<file path="src/rtl/mips_mc_pkg.sv">
// Shared encodings for the multicycle MIPS controller: opcodes, FSM states,
// datapath select codes, trap causes and the control-strobe bundle.
package mips_mc_pkg;

  localparam logic [5:0] OP_RTYPE = 6'b000000;
  localparam logic [5:0] OP_LW    = 6'b100011;
  localparam logic [5:0] OP_SW    = 6'b101011;
  localparam logic [5:0] OP_BEQ   = 6'b000100;
  localparam logic [5:0] OP_J     = 6'b000010;
  localparam logic [5:0] OP_ADDI  = 6'b001000;

  typedef enum logic [3:0] {
    S_FETCH     = 4'd0,
    S_DECODE    = 4'd1,
    S_MEM_ADDR  = 4'd2,
    S_MEM_READ  = 4'd3,
    S_MEM_WB    = 4'd4,
    S_MEM_WRITE = 4'd5,
    S_EXEC_R    = 4'd6,
    S_R_WB      = 4'd7,
    S_BRANCH    = 4'd8,
    S_JUMP      = 4'd9,
    S_IMM_EXEC  = 4'd10,
    S_IMM_WB    = 4'd11,
    S_TRAP      = 4'd15
  } state_t;

  localparam logic [1:0] ALU_OP_ADD   = 2'b00;
  localparam logic [1:0] ALU_OP_SUB   = 2'b01;
  localparam logic [1:0] ALU_OP_FUNCT = 2'b10;

  localparam logic [1:0] ALU_SRC_B_REG     = 2'b00;
  localparam logic [1:0] ALU_SRC_B_FOUR    = 2'b01;
  localparam logic [1:0] ALU_SRC_B_IMM     = 2'b10;
  localparam logic [1:0] ALU_SRC_B_IMM_SH2 = 2'b11;

  localparam logic [1:0] PC_SRC_ALU    = 2'b00;
  localparam logic [1:0] PC_SRC_ALUOUT = 2'b01;
  localparam logic [1:0] PC_SRC_JUMP   = 2'b10;

  localparam logic [1:0] REG_DST_RT = 2'b00;
  localparam logic [1:0] REG_DST_RD = 2'b01;

  localparam logic [1:0] MEM_TO_REG_ALU = 2'b00;
  localparam logic [1:0] MEM_TO_REG_MDR = 2'b01;

  localparam logic [1:0] TRAP_NONE    = 2'b00;
  localparam logic [1:0] TRAP_ILLEGAL = 2'b01;
  localparam logic [1:0] TRAP_TIMEOUT = 2'b10;

  typedef struct packed {
    logic       mem_req;
    logic       mem_we;
    logic       iord;
    logic       ir_write;
    logic       pc_write;
    logic       pc_write_cond;
    logic [1:0] pc_src;
    logic       alu_src_a;
    logic [1:0] alu_src_b;
    logic [1:0] alu_op;
    logic       reg_write;
    logic [1:0] reg_dst;
    logic [1:0] mem_to_reg;
  } ctrl_t;

endpackage

</file>
<file path="src/rtl/mips_mc_if.sv">
// Shared single-port memory handshake between the controller (master)
// and the memory (slave).
interface mips_mc_if;
  logic mem_req;
  logic mem_we;
  logic iord;
  logic mem_ready;

  modport master (output mem_req, output mem_we, output iord, input mem_ready);
  modport slave  (input mem_req, input mem_we, input iord, output mem_ready);
endinterface

</file>
<file path="src/rtl/mips_mc_outdec.sv">
// Combinational state -> control-strobe decoder. Only the FETCH load strobes
// depend on mem_ready; everything else is a pure function of the state.
module mips_mc_outdec
  import mips_mc_pkg::*;
(
  input  state_t i_state,
  input  logic   i_mem_ready,
  output ctrl_t  o_ctrl
);

  always_comb begin
    o_ctrl = '0;
    case (i_state)
      S_FETCH: begin
        o_ctrl.mem_req   = 1'b1;
        o_ctrl.iord      = 1'b0;
        o_ctrl.alu_src_a = 1'b0;
        o_ctrl.alu_src_b = ALU_SRC_B_FOUR;
        o_ctrl.alu_op    = ALU_OP_ADD;
        o_ctrl.pc_src    = PC_SRC_ALU;
        o_ctrl.ir_write  = i_mem_ready;
        o_ctrl.pc_write  = i_mem_ready;
      end
      S_DECODE: begin
        o_ctrl.alu_src_a = 1'b0;
        o_ctrl.alu_src_b = ALU_SRC_B_IMM_SH2;
        o_ctrl.alu_op    = ALU_OP_ADD;
      end
      S_EXEC_R: begin
        o_ctrl.alu_src_a = 1'b1;
        o_ctrl.alu_src_b = ALU_SRC_B_REG;
        o_ctrl.alu_op    = ALU_OP_FUNCT;
      end
      S_R_WB: begin
        o_ctrl.reg_write  = 1'b1;
        o_ctrl.reg_dst    = REG_DST_RD;
        o_ctrl.mem_to_reg = MEM_TO_REG_ALU;
      end
      S_MEM_ADDR, S_IMM_EXEC: begin
        o_ctrl.alu_src_a = 1'b1;
        o_ctrl.alu_src_b = ALU_SRC_B_IMM;
        o_ctrl.alu_op    = ALU_OP_ADD;
      end
      S_MEM_READ: begin
        o_ctrl.mem_req = 1'b1;
        o_ctrl.iord    = 1'b1;
        o_ctrl.mem_we  = 1'b0;
      end
      S_MEM_WRITE: begin
        o_ctrl.mem_req = 1'b1;
        o_ctrl.iord    = 1'b1;
        o_ctrl.mem_we  = 1'b1;
      end
      S_MEM_WB: begin
        o_ctrl.reg_write  = 1'b1;
        o_ctrl.reg_dst    = REG_DST_RT;
        o_ctrl.mem_to_reg = MEM_TO_REG_MDR;
      end
      S_BRANCH: begin
        o_ctrl.alu_src_a     = 1'b1;
        o_ctrl.alu_src_b     = ALU_SRC_B_REG;
        o_ctrl.alu_op        = ALU_OP_SUB;
        o_ctrl.pc_write_cond = 1'b1;
        o_ctrl.pc_src        = PC_SRC_ALUOUT;
      end
      S_JUMP: begin
        o_ctrl.pc_write = 1'b1;
        o_ctrl.pc_src   = PC_SRC_JUMP;
      end
      S_IMM_WB: begin
        o_ctrl.reg_write  = 1'b1;
        o_ctrl.reg_dst    = REG_DST_RT;
        o_ctrl.mem_to_reg = MEM_TO_REG_ALU;
      end
      default: o_ctrl = '0;
    endcase
  end

endmodule

</file>
<file path="src/rtl/mips_mc_ctrl.sv">
// Multicycle MIPS control FSM with memory wait-state timeout and sticky trap.
// Optional performance counters are enabled by defining MIPS_MC_PERF_EN.
//
// state     | meaning
// FETCH     | read instruction at PC, PC+4 -> PC on completion
// DECODE    | branch target -> ALUOut, dispatch on opcode
// MEM_ADDR  | base + imm for LW/SW
// MEM_READ  | LW data read at ALUOut
// MEM_WB    | MDR -> rt
// MEM_WRITE | SW data write at ALUOut
// EXEC_R    | R-type ALU operation
// R_WB      | ALUOut -> rd
// BRANCH    | compare, conditional PC load
// JUMP      | jump target -> PC
// IMM_EXEC  | reg A + imm
// IMM_WB    | ALUOut -> rt
// TRAP      | fault, all strobes idle until reset
module mips_mc_ctrl
  import mips_mc_pkg::*;
#(
  parameter int MEM_TIMEOUT = 255,
  parameter int TMO_W       = 8
`ifdef MIPS_MC_PERF_EN
  ,
  parameter int PERF_W      = 32
`endif
) (
  input  logic       i_clk,
  input  logic       i_reset,
  input  logic [5:0] i_opcode,
  input  logic       i_zero_flag,
  mips_mc_if.master  mem,
  output logic       o_ir_write,
  output logic       o_pc_write,
  output logic       o_pc_write_cond,
  output logic [1:0] o_pc_src,
  output logic       o_alu_src_a,
  output logic [1:0] o_alu_src_b,
  output logic [1:0] o_alu_op,
  output logic       o_reg_write,
  output logic [1:0] o_reg_dst,
  output logic [1:0] o_mem_to_reg,
  output logic       o_trap,
  output logic [1:0] o_trap_cause,
  output logic [3:0] o_state
`ifdef MIPS_MC_PERF_EN
  ,
  output logic [PERF_W-1:0] o_perf_cycles,
  output logic [PERF_W-1:0] o_perf_instrs
`endif
);

  state_t           r_state;
  state_t           w_state_nxt;
  logic [TMO_W-1:0] r_wait;
  logic             r_trap;
  logic [1:0]       r_cause;
  logic             r_is_sw;
  logic             w_stall;
  logic             w_tmo;
  logic             w_enter_trap;
  ctrl_t            w_ctrl;
  ctrl_t            w_ctrl_g;

  // zero_flag qualifies pc_write_cond in the datapath, not here
  logic w_unused;
  assign w_unused = i_zero_flag;

  mips_mc_outdec u_outdec (
    .i_state     (r_state),
    .i_mem_ready (mem.mem_ready),
    .o_ctrl      (w_ctrl)
  );

  assign w_stall      = w_ctrl.mem_req & ~mem.mem_ready;
  assign w_tmo        = w_stall && (r_wait == TMO_W'(MEM_TIMEOUT - 1));
  assign w_enter_trap = (w_state_nxt == S_TRAP) && (r_state != S_TRAP);

  always_comb begin
    w_state_nxt = r_state;
    case (r_state)
      S_FETCH: begin
        if (mem.mem_ready)  w_state_nxt = S_DECODE;
        else if (w_tmo)     w_state_nxt = S_TRAP;
      end
      S_DECODE: begin
        case (i_opcode)
          OP_RTYPE:     w_state_nxt = S_EXEC_R;
          OP_LW, OP_SW: w_state_nxt = S_MEM_ADDR;
          OP_BEQ:       w_state_nxt = S_BRANCH;
          OP_J:         w_state_nxt = S_JUMP;
          OP_ADDI:      w_state_nxt = S_IMM_EXEC;
          default:      w_state_nxt = S_TRAP;
        endcase
      end
      S_EXEC_R:   w_state_nxt = S_R_WB;
      S_MEM_ADDR: w_state_nxt = r_is_sw ? S_MEM_WRITE : S_MEM_READ;
      S_MEM_READ: begin
        if (mem.mem_ready)  w_state_nxt = S_MEM_WB;
        else if (w_tmo)     w_state_nxt = S_TRAP;
      end
      S_MEM_WRITE: begin
        if (mem.mem_ready)  w_state_nxt = S_FETCH;
        else if (w_tmo)     w_state_nxt = S_TRAP;
      end
      S_IMM_EXEC: w_state_nxt = S_IMM_WB;
      S_R_WB, S_MEM_WB, S_BRANCH, S_JUMP, S_IMM_WB: w_state_nxt = S_FETCH;
      S_TRAP:     w_state_nxt = S_TRAP;
      default:    w_state_nxt = S_TRAP;
    endcase
  end

  // Wait counter runs only while stalled, so it is zero on entry to every access
  always_ff @(posedge i_clk) begin
    if (!i_reset) begin
      r_state <= S_FETCH;
      r_wait  <= '0;
      r_trap  <= 1'b0;
      r_cause <= TRAP_NONE;
      r_is_sw <= 1'b0;
    end else begin
      r_state <= w_state_nxt;
      r_wait  <= w_stall ? r_wait + TMO_W'(1) : '0;
      if (w_enter_trap) begin
        r_trap  <= 1'b1;
        r_cause <= (r_state == S_DECODE) ? TRAP_ILLEGAL : TRAP_TIMEOUT;
      end
      if (r_state == S_DECODE) r_is_sw <= (i_opcode == OP_SW);
    end
  end

  assign w_ctrl_g = i_reset ? w_ctrl : '0;

  assign mem.mem_req      = w_ctrl_g.mem_req;
  assign mem.mem_we       = w_ctrl_g.mem_we;
  assign mem.iord         = w_ctrl_g.iord;
  assign o_ir_write       = w_ctrl_g.ir_write;
  assign o_pc_write       = w_ctrl_g.pc_write;
  assign o_pc_write_cond  = w_ctrl_g.pc_write_cond;
  assign o_pc_src         = w_ctrl_g.pc_src;
  assign o_alu_src_a      = w_ctrl_g.alu_src_a;
  assign o_alu_src_b      = w_ctrl_g.alu_src_b;
  assign o_alu_op         = w_ctrl_g.alu_op;
  assign o_reg_write      = w_ctrl_g.reg_write;
  assign o_reg_dst        = w_ctrl_g.reg_dst;
  assign o_mem_to_reg     = w_ctrl_g.mem_to_reg;
  assign o_trap           = r_trap;
  assign o_trap_cause     = r_cause;
  assign o_state          = r_state;

`ifdef MIPS_MC_PERF_EN
  logic [PERF_W-1:0] r_perf_cycles;
  logic [PERF_W-1:0] r_perf_instrs;

  always_ff @(posedge i_clk) begin
    if (!i_reset) begin
      r_perf_cycles <= '0;
      r_perf_instrs <= '0;
    end else begin
      if (r_state != S_TRAP)
        r_perf_cycles <= r_perf_cycles + PERF_W'(1);
      if ((w_state_nxt == S_FETCH) && (r_state != S_FETCH))
        r_perf_instrs <= r_perf_instrs + PERF_W'(1);
    end
  end

  assign o_perf_cycles = r_perf_cycles;
  assign o_perf_instrs = r_perf_instrs;
`endif

endmodule

</file>
<file path="src/flat_wrapper.sv">
// flat-port wrapper written by rule: the top's interface ports become plain ports
module mips_mc_ctrl_flat import mips_mc_pkg::*;
#(
  parameter int MEM_TIMEOUT = 255,
  parameter int TMO_W       = 8

)
  (i_clk, i_reset, i_opcode, i_zero_flag, o_ir_write, o_pc_write, o_pc_write_cond, o_pc_src, o_alu_src_a, o_alu_src_b, o_alu_op, o_reg_write, o_reg_dst, o_mem_to_reg, o_trap, o_trap_cause, o_state, mem_mem_req, mem_mem_we, mem_iord, mem_mem_ready);
  mips_mc_if mem_i ();
  input  logic i_clk;
  input  logic i_reset;
  input  logic [5:0] i_opcode;
  input  logic i_zero_flag;
  output logic o_ir_write;
  output logic o_pc_write;
  output logic o_pc_write_cond;
  output logic [1:0] o_pc_src;
  output logic o_alu_src_a;
  output logic [1:0] o_alu_src_b;
  output logic [1:0] o_alu_op;
  output logic o_reg_write;
  output logic [1:0] o_reg_dst;
  output logic [1:0] o_mem_to_reg;
  output logic o_trap;
  output logic [1:0] o_trap_cause;
  output logic [3:0] o_state;
  output wire logic [$bits(mem_i.mem_req)-1:0] mem_mem_req;
  output wire logic [$bits(mem_i.mem_we)-1:0] mem_mem_we;
  output wire logic [$bits(mem_i.iord)-1:0] mem_iord;
  input wire logic [$bits(mem_i.mem_ready)-1:0] mem_mem_ready;
  assign mem_mem_req = mem_i.mem_req;
  assign mem_mem_we = mem_i.mem_we;
  assign mem_iord = mem_i.iord;
  assign mem_i.mem_ready = mem_mem_ready;
  mips_mc_ctrl #(.MEM_TIMEOUT(MEM_TIMEOUT), .TMO_W(TMO_W)) u_core (.i_clk(i_clk), .i_reset(i_reset), .i_opcode(i_opcode), .i_zero_flag(i_zero_flag), .mem(mem_i), .o_ir_write(o_ir_write), .o_pc_write(o_pc_write), .o_pc_write_cond(o_pc_write_cond), .o_pc_src(o_pc_src), .o_alu_src_a(o_alu_src_a), .o_alu_src_b(o_alu_src_b), .o_alu_op(o_alu_op), .o_reg_write(o_reg_write), .o_reg_dst(o_reg_dst), .o_mem_to_reg(o_mem_to_reg), .o_trap(o_trap), .o_trap_cause(o_trap_cause), .o_state(o_state));
endmodule
</file>
<file path="config.mk">
export PLATFORM = sky130hd
export DESIGN_NAME = mips_mc_ctrl_flat
export DESIGN_NICKNAME = d
export VERILOG_FILES = /design/src/rtl/mips_mc_pkg.sv /design/src/rtl/mips_mc_if.sv /design/src/rtl/mips_mc_outdec.sv /design/src/rtl/mips_mc_ctrl.sv /design/src/flat_wrapper.sv
export SDC_FILE = /design/constraint.sdc
export NUM_CORES = 1
export LEC_CHECK = 0
export BUFFER_PORTS_ARGS = -buffer_cell sky130_fd_sc_hd__buf_4
export CORE_UTILIZATION = 39
export DETAILED_ROUTE_END_ITERATION = 7
export GPL_ROUTABILITY_DRIVEN = 1
export PLACE_DENSITY = 0.62
export SLEW_MARGIN = 5
export SYNTH_ARGS = -nofsm -noshare
export SYNTH_HDL_FRONTEND = slang
export SYNTH_SLANG_ARGS = --single-unit
</file>
<file path="constraint.sdc">
create_clock -name i_clk -period 2.3 [get_ports i_clk]
set_input_delay 0.23 -clock i_clk [delete_from_list [all_inputs] [get_ports i_clk]]
set_output_delay 0.23 -clock i_clk [all_outputs]
set_load 0.01 [all_outputs]
</file>
# After elaboration in Yosys (flattened, before gate mapping)
# Index checks and enable logic that the tools add are counted.
# op_classes
n_mux	18
n_reduce_logical	10
addsub	1
n_bitwise	2
n_eq_ne	19
# op_table
operator	count
4-bit case mux with 8 select lines	1
5-bit case mux with 5 select lines	1
4-bit == test (second input constant)	5
4-bit case mux with 5 select lines	1
18-bit 2-to-1 mux	1
4-bit by 3-bit == test with 1-bit output (second input constant)	4
4-bit 2-to-1 mux	4
5-bit case mux with 3 select lines	1
6-bit == test (second input constant)	2
8-bit by 1-bit adder with 8-bit output (second input constant)	1
4-bit by 2-bit == test with 1-bit output (second input constant)	2
8-bit == test (second input constant)	1
6-bit by 2-bit == test with 1-bit output (second input constant)	1
6-bit by 3-bit == test with 1-bit output (second input constant)	1
6-bit by 4-bit == test with 1-bit output (second input constant)	1
6-bit zero test	1
2-bit OR reduction	3
1-bit 2-to-1 mux	5
5-bit OR reduction	1
4-bit by 1-bit == test with 1-bit output (second input constant)	1
4-bit zero test	1
4-bit inequality test (second input constant)	1
2-bit case mux with 2 select lines	1
3-bit 2-to-1 mux	1
other kinds (7)	8
# word_totals
word_cells	55
regBits	16
output_inout_bits	25
input_bits	10

# Depth between registers and ports, before layout
# Gate-level depths: netlist (run 1).
# logic_depth
ltp_word	10
depth_mapped	7

# Modules after synthesis
# Synthesis (run 1) repeated with hierarchy kept, for this count alone.
# hier_totals
cells_unflattened	180
area_unflattened_um2	1387.6
# by_module_without_submodules
mod	cells_per_inst	area_per_inst_um2	n_inst
mips_mc_ctrl	144	1123.6	1
mips_mc_outdec	36	264.0	1

# Least setup slack after synthesis (run 1)
# Ideal clock, no wire load.
# synth_path
path_type	register to output
startpoint	reg u_core.r_state[1], in the netlist u_core.o_state[1]
endpoint	out o_pc_write
setup_slack_ns	0.484
required_ns	2.070
stages_incl_launch_ff	7
path_buffers	1
arrival_time_ns	1.586
cell_sequence	dfxtp_1 -> buf_2 -> inv_1 -> nand2_1 -> or2_2 -> nor4_1 -> or2_2
# synth_via
elab_chain_cells	3
elab_cells_between_ends	4
# synth_rtl
item	line_no	source
start: declaration	mips_mc_ctrl.sv:53	state_t r_state;
start signal: assignment	mips_mc_ctrl.sv:122	r_state <= w_state_nxt;
4-bit == test / 4-bit zero test (equally long branches)	mips_mc_outdec.sv:13	case (i_state)
1-bit case mux with 2 select lines *	mips_mc_outdec.sv:13	
18-bit 2-to-1 mux *	mips_mc_ctrl.sv:132	assign w_ctrl_g = i_reset ? w_ctrl : '0;
end: declaration	flat_wrapper.sv:15	output logic o_pc_write;
# Mark *: on every way between the ends. The rest lies on a longest branch, timed or not.

# Worst setup path after layout (run 1)
# Same ends and word-level chain as after synthesis.

==> insert_results.sql, run 1 <==
INSERT INTO impl_metrics (metric_group, metric, value, unit) VALUES
('finish', 'nets_final', '183', ''),
('synth', 'synth_top_flop_cell', 'sky130_fd_sc_hd__dfxtp_1', ''),
('synth', 'post-synth-top-area-cell', 'sky130_fd_sc_hd__dfxtp_1', ''),
('die', 'std_cell_rows', '18', ''),
('synth', 'synth_area_per_cell', '7.68', 'sq um'),
('global_route', 'antenna_found_initial', '0', ''),
('timing', 'worst-slew-pin-transition', '0.596', 'ns'),
('timing', 'slew_headroom', '0.602', ''),
('critical_path', 'worst_path_max_delay_cell', 'sky130_fd_sc_hd__dfxtp_1', ''),
('placement', 'place_worst_setup_slack', '0.273', 'ns'),
('critical_path', 'critical_path_class', 'reg2out', ''),
('global_route', 'globalRouteOverflowTotal', '0', ''),
('clocking', 'worstSkewPairLatency', '0.28', 'ns'),
('synth', 'synth.area.top_cells', 'sky130_fd_sc_hd__dfxtp_1 30%, sky130_fd_sc_hd__nor2_1 5.9%, sky130_fd_sc_hd__xor2_1 4.9%', ''),
('hold_path', 'hold_path_startpoint', 'i_opcode[3]', ''),
('die', 'io-pin-count', '35', ''),
('clocking', 'cts.htree.levels', '1', ''),
('route', 'drc', '0', ''),
('synth', 'ys_async_sr_fraction', '0', ''),
('placement', 'gp_routability_congestion', '0.756', ''),
('critical_path', 'timing.rr.start', 'u_core.o_state[0]$_SDFF_PN0_', ''),
('hold_path', 'worst_hold_path.num_cells', '3', ''),
('global_route', 'first_pass_grt_wire_length', '4360', 'microns'),
('synth', 'synth.cells.most_frequent', '17 x sky130_fd_sc_hd__nor2_1, 16 x sky130_fd_sc_hd__dfxtp_1, 12 x sky130_fd_sc_hd__nand2_1', ''),
('hold_path', 'hold-path-endpoint', 'u_core.r_is_sw$_SDFFE_PN0P_', ''),
('route', 'vias', '1060', ''),
('timing', 'final.setup.tns', '0', 'ns'),
('placement', 'detailedPlacementHpwl', '1960', 'microns'),
('clocking', 'cts-root-buf', 'sky130_fd_sc_hd__clkbuf_4', ''),
('route', 'detail_route.wl_per_cell', '13.0', 'microns'),
('synth', 'yosys.cell_types.count', '44', ''),
('clocking', 'numCtsBuffers', '3', ''),
('clocking', 'post_cts_resized', '0', ''),
('critical_path', 'worst-endpoint-arrival', '1.86', 'ns'),
('critical_path', 'reg2reg_slack', '0.24', 'ns'),
('timing', 'min_period', '2.09', 'ns'),
('finish', 'areaGrowthSynthToFinish', '26.7', '%'),
('timing', 'grt_setup_unrepaired', 'no', ''),
('finish', 'share_of_cells_above_drive_strength_1', '0.247', ''),
('critical_path', 'critical_path.max_fanout', '10', ''),
('finish', 'post-route-util', '0.535', ''),
('finish', 'final_cell_count_no_fill', '200', ''),
('synth', 'yosys_register_bits', '16', ''),
('run', 'cap_viol_max_count', '0', ''),
('critical_path', 'worstReg2RegEnd', 'u_core.o_trap_cause[1]$_SDFFE_PN0P_', ''),
('timing', 'fin_worst_skew', '0.00338', 'ns'),
('clocking', 'numClockSinks', '16', ''),
('route', 'vias_per_instance', '5.30', ''),
('placement', 'placedCellCount', '196', ''),
('critical_path', 'cp-start-kind', 'flop', ''),
('synth', 'synth_edf_count', '0', ''),
('route', 'ant_nets', '0', ''),
('power_and_ir_drop', 'power.leakage', '0.596', 'nW'),
('outcome', 'run_status', 'finished clean', ''),
('power_and_ir_drop', 'power', '1.31', 'mW'),
('critical_path', 'cpPeakStageDelay', '0.35', 'ns'),
('synth', 'synthesis.instances', '140', ''),
('timing', 'layout_setup_ws', '0.206', 'ns'),
('placement', 'io_buffer_count', '31', ''),
('clocking', 'number_of_buffers_inserted_by_hold_repair_at_cts', '0', ''),
('synth', 'yosys.cell_count.top_type', 'sky130_fd_sc_hd__nor2_1', ''),
('global_route', 'grt_pass1_vias', '975', ''),
('die', 'floorplan.initialDensity', '0.422', ''),
('critical_path', 'critical_path.cell_chain', 'buf_4 -> inv_1 -> nand2_1 -> or2_2 -> nor4_1 -> or2_2 -> buf_4', ''),
('global_route', 'grt.total_usage', '0.202', ''),
('clocking', 'clkTransAtPathRegs', '0.09', 'ns'),
('critical_path', 'endpoint_kind', 'output pin', ''),
('route', 'drt_iter0_markers', '18', ''),
('synth', 'yosysWarningCount', '0', ''),
('timing', 'timing.final.hold_violations', '0', ''),
('route', 'firstDrtPassIters', '4', '');
-- sequential cells by signal, indices dropped and copies added, names as in the netlist --
name,cells
u_core.r_is_sw,1
u_core.o_trap_cause,2
u_core.o_state,4
u_core.r_wait,8
u_core.o_trap,1
-- layout by cell type, fill, tap and decap left out, drive strengths merged, types with 4 or more instances in the layout --
cell type / count
nand3: 4
xor2: 6
or4: 4
a21oi: 4
o21ai: 7
dfxtp: 16
nand2: 12
nor2: 17
nor2b: 5
clkbuf: 4
and2: 4
buf: 34
inv: 6
-- metrics by stage --
step                instance area (sq um)  hold slack (ns)
floorplan                            1080            0.380
global placement                     1330            0.435
detailed placement                   1330            0.441
CTS                                  1360            0.251
global route                         1360            0.246
finish                               1360            0.263
-- final cells by class --
| type | count | area, sq um | share of cell area |
|---|---|---|---|
| Multi-Input combinational cell | 110 | 689 | 0.506 |
| Clock buffer | 4 | 36.3 | 0.0267 |
| Sequential cell | 16 | 320 | 0.235 |
| Tap cell | 30 | 37.5 | 0.0276 |
| Inverter | 6 | 22.5 | 0.0165 |
| Timing Repair Buffer | 34 | 255 | 0.187 |
-- metal layers --
metal | vias up | routed length (microns) | global-route usage
met1 | 488 | 1290 | 0.250
met3 | 0 | 74 | 0.0333
met4 | 0 | 0 | 0.0385
met5 | - | 0 | 0
li1 | 552 | - | -
met2 | 20 | 1250 | 0.366
-- how the worst max path moves through the flow --
stage	to	start	slack, ns	depth (start not counted)
after floorplan	o_pc_write	u_core.o_state[1]$_SDFF_PN0_	0.48	6
after detailed placement	u_core.o_trap_cause[1]$_SDFFE_PN0P_	u_core.o_state[0]$_SDFF_PN0_	0.27	5
after global placement	u_core.o_trap_cause[1]$_SDFFE_PN0P_	u_core.o_state[0]$_SDFF_PN0_	0.36	5
after global routing	o_pc_write	u_core.o_state[1]$_SDFF_PN0_	0.06	7
after CTS	o_pc_write	u_core.o_state[1]$_SDFF_PN0_	0.18	7
final	o_pc_write	u_core.o_state[1]$_SDFF_PN0_	0.21	7
-- power by group --
part / total [mW] / leakage, nW / switching (mW) / internal, mW
Clock: 0.180 / 0.0210 / 0.0842 / 0.0962
Combinational: 0.700 / 0.445 / 0.369 / 0.331
Sequential: 0.427 / 0.130 / 0.108 / 0.319
Total: 1.31 / 0.596 / 0.562 / 0.746
-- cells by family (layout without fill, tap and decap cells) --
kind of cell    after synthesis  in the layout  share of synthesized area
simple gates                 71             71                      0.360
compound gates               25             25                      0.168
flops                        16             16                      0.298
buf+inv                      15             44                     0.0640
xor+xnor                      8              8                     0.0652
fa+ha+maj                     2              2                     0.0233
mux                           2              2                     0.0186
other cells                   1              2                    0.00349
-- critical path: cells and delay by family, from the launching register on --
family	cells	cell delay [ns]
buf+inv	3	0.38
simple gates	4	0.84
flops	1	0.35
(Power assumes the default switching activity.)
==> run 2: changes to the inputs <==
- CELL_PAD_IN_SITES_DETAIL_PLACEMENT: not set -> 1
- CELL_PAD_IN_SITES_GLOBAL_PLACEMENT: not set -> 2
- CORE_UTILIZATION: 39 -> 27
- PLACE_DENSITY: 0.62 -> 0.76
==> insert_results.sql, run 2 (synthesis results as in run 1) <==
INSERT INTO impl_metrics (metric_group, metric, value, unit) VALUES
('global_route', 'antenna_found_initial', '0', ''),
('route', 'drt_iter0_markers', '37', ''),
('timing', 'worst-slew-pin-transition', '0.600', 'ns'),
('critical_path', 'cp-start-kind', 'flop', ''),
('timing', 'slew_headroom', '0.599', ''),
('die', 'std_cell_rows', '22', ''),
('critical_path', 'critical_path_class', 'reg2reg', ''),
('die', 'die_area', '0.00424', 'sq mm'),
('placement', 'placedCellCount', '215', ''),
('finish', 'antenna_cells_inserted', '0', ''),
('die', 'placeable_area', '0.00374', 'sq mm'),
('die', 'floorplan.initialDensity', '0.287', ''),
('global_route', 'maximum_number_of_pins_on_one_net_before_global_route_repair', '21', ''),
('critical_path', 'cp.required', '2.42', 'ns'),
('timing', 'timing.fmax', '0.507', 'GHz'),
('clocking', 'cts_max_path_buffers', '2', ''),
('outcome', 'run_status', 'finished clean', ''),
('power_and_ir_drop', 'power.leakage', '0.609', 'nW'),
('clocking', 'cts_setup_buffers', '0', ''),
('route', 'vias_per_instance', '5.12', ''),
('hold_path', 'holdCritPathClass', 'in2reg', ''),
('timing', 'grt_setup_unrepaired', 'no', ''),
('finish', 'final_cell_count_no_fill', '219', ''),
('route', 'postRouteWirelength', '3060', 'microns'),
('finish', 'layout.cells.most_common', 'sky130_fd_sc_hd__buf_4', ''),
('finish', 'share_of_cells_above_drive_strength_1', '0.251', ''),
('clocking', 'cts-root-buf', 'sky130_fd_sc_hd__clkbuf_8', ''),
('finish', 'largest_register_by_flop_count', 'u_core.r_wait', ''),
('placement', 'gp_routability_congestion', '0.763', ''),
('die', 'io-pin-count', '35', ''),
('global_route', 'globalRouteOverflowTotal', '0', ''),
('clocking', 'clkTransAtPathRegs', '0.06', 'ns'),
('critical_path', 'critical_path.max_fanout', '7', ''),
('placement', 'io_buffer_count', '31', ''),
('clocking', 'numClockSinks', '16', ''),
('finish', 'areaGrowthSynthToFinish', '31.2', '%'),
('clocking', 'numCtsBuffers', '3', ''),
('power_and_ir_drop', 'power.density_cell_area', '987', 'mW/mm^2'),
('timing', 'maxSlewViolCount', '0', ''),
('run', 'cap_viol_max_count', '0', ''),
('timing', 'timing.final.setup_violations', '0', ''),
('timing', 'fin_worst_skew', '0.00291', 'ns'),
('route', 'detail_route.wl_per_cell', '14.0', 'microns'),
('timing', 'timing.final.hold_violations', '0', ''),
('route', 'ant_nets', '0', ''),
('route', 'firstDrtPassIters', '4', ''),
('global_route', 'grt_pass1_vias', '1153', ''),
('die', 'die_height', '65.1', 'microns'),
('clocking', 'cts.htree.levels', '1', ''),
('global_route', 'first_pass_grt_wire_length', '5130', 'microns'),
('power_and_ir_drop', 'worst_ir_drop_on_vdd', '0.000532', 'V'),
('die', 'fp.dieW', '65.1', 'microns'),
('critical_path', 'endpoint_kind', 'flop', ''),
('finish', 'nets_final', '184', ''),
('finish', 'final_cell_mix', '35 x sky130_fd_sc_hd__buf_4, 17 x sky130_fd_sc_hd__nor2_1, 16 x sky130_fd_sc_hd__dfxtp_1', ''),
('timing', 'final.setup.tns', '0', 'ns'),
('global_route', 'grt.total_usage', '0.153', ''),
('placement', 'detailedPlacementHpwl', '2430', 'microns'),
('clocking', 'worstSkewPairLatency', '0.25', 'ns'),
('clocking', 'number_of_buffers_inserted_by_hold_repair_at_cts', '0', ''),
('critical_path', 'worst-endpoint-arrival', '2.10', 'ns'),
('route', 'drc', '0', ''),
('timing', 'min_period', '1.97', 'ns'),
('timing', 'final.period_utilization', '0.857', ''),
('clocking', 'post_cts_resized', '0', ''),
('route', 'vias', '1122', ''),
('finish', 'largest_register_ff_count', '8', ''),
('clocking', 'cts_tree', 'yes', '');
==> run 2: cell types whose count changed in the layout (fill, tap and decap cells not counted) <==
| cell | delta |
|---|---|
| sky130_fd_sc_hd__buf_4 | +1 |
| sky130_fd_sc_hd__clkbuf_4 | -3 |
| sky130_fd_sc_hd__clkbuf_8 | +3 |
==> run 2: metrics by stage <==
stage          worst slack (ns)  hold WS (ns)   util  power, mW  cell area (sq um)
2_1_floorplan             0.484         0.380      -      0.852               1080
3_3_place_gp              0.418         0.442  0.362       1.15               1360
3_5_place_dp              0.306         0.448  0.362       1.16               1360
4_1_cts                   0.307         0.313  0.377       1.41               1410
5_1_grt                   0.172         0.329  0.377       1.50               1410
6_report                  0.328         0.310  0.377       1.39               1410
==> run 2: area by class of cell <==
class                   count  area, sq um
flip-flops and latches     16          320
repair buffers             35          263
multi-input cells         110          689
inverters                   6         22.5
fillers                   489         2330
clock buffers               4         55.1
well taps                  48         60.1
==> run 2: worst paths after layout <==
check / from / endpoint / slack [ns] / cells after the start
worst min register to register: u_core.o_trap$_SDFFE_PN0P_ / u_core.o_trap$_SDFFE_PN0P_ / 0.46 / 2
worst max register to register: u_core.o_state[2]$_SDFF_PN0_ / u_core.o_trap_cause[1]$_SDFFE_PN0P_ / 0.33 / 6
worst min-delay path: i_opcode[3] / u_core.r_is_sw$_SDFFE_PN0P_ / 0.31 / 3
worst max-delay path: u_core.o_state[2]$_SDFF_PN0_ / u_core.o_trap_cause[1]$_SDFFE_PN0P_ / 0.33 / 6
==> run 2: per-layer routing <==
layer | up-vias | track usage | part of all wire
met3 | 0 | 0.0226 | 0.048
met1 | 538 | 0.190 | 0.47
met2 | 27 | 0.275 | 0.48
li1 | 557 | - | -
met5 | - | 0 | 0
met4 | 0 | 0.0408 | 0
==> run 2: power by group <==
group          switching, mW  leakage (nW)  internal, mW
sequential            0.0972         0.130         0.320
clock                 0.0956        0.0288         0.152
combinational          0.387         0.450         0.341
==> run 2: worst max-delay path: stages (launching register included) <==
cell                        delay, ns
sky130_fd_sc_hd__dfxtp_1         0.46
sky130_fd_sc_hd__xor2_1          0.21
sky130_fd_sc_hd__a21oi_1         0.15
sky130_fd_sc_hd__or3_1           0.35
sky130_fd_sc_hd__o2111ai_1       0.29
sky130_fd_sc_hd__o2111ai_2       0.23
sky130_fd_sc_hd__mux2i_1         0.16
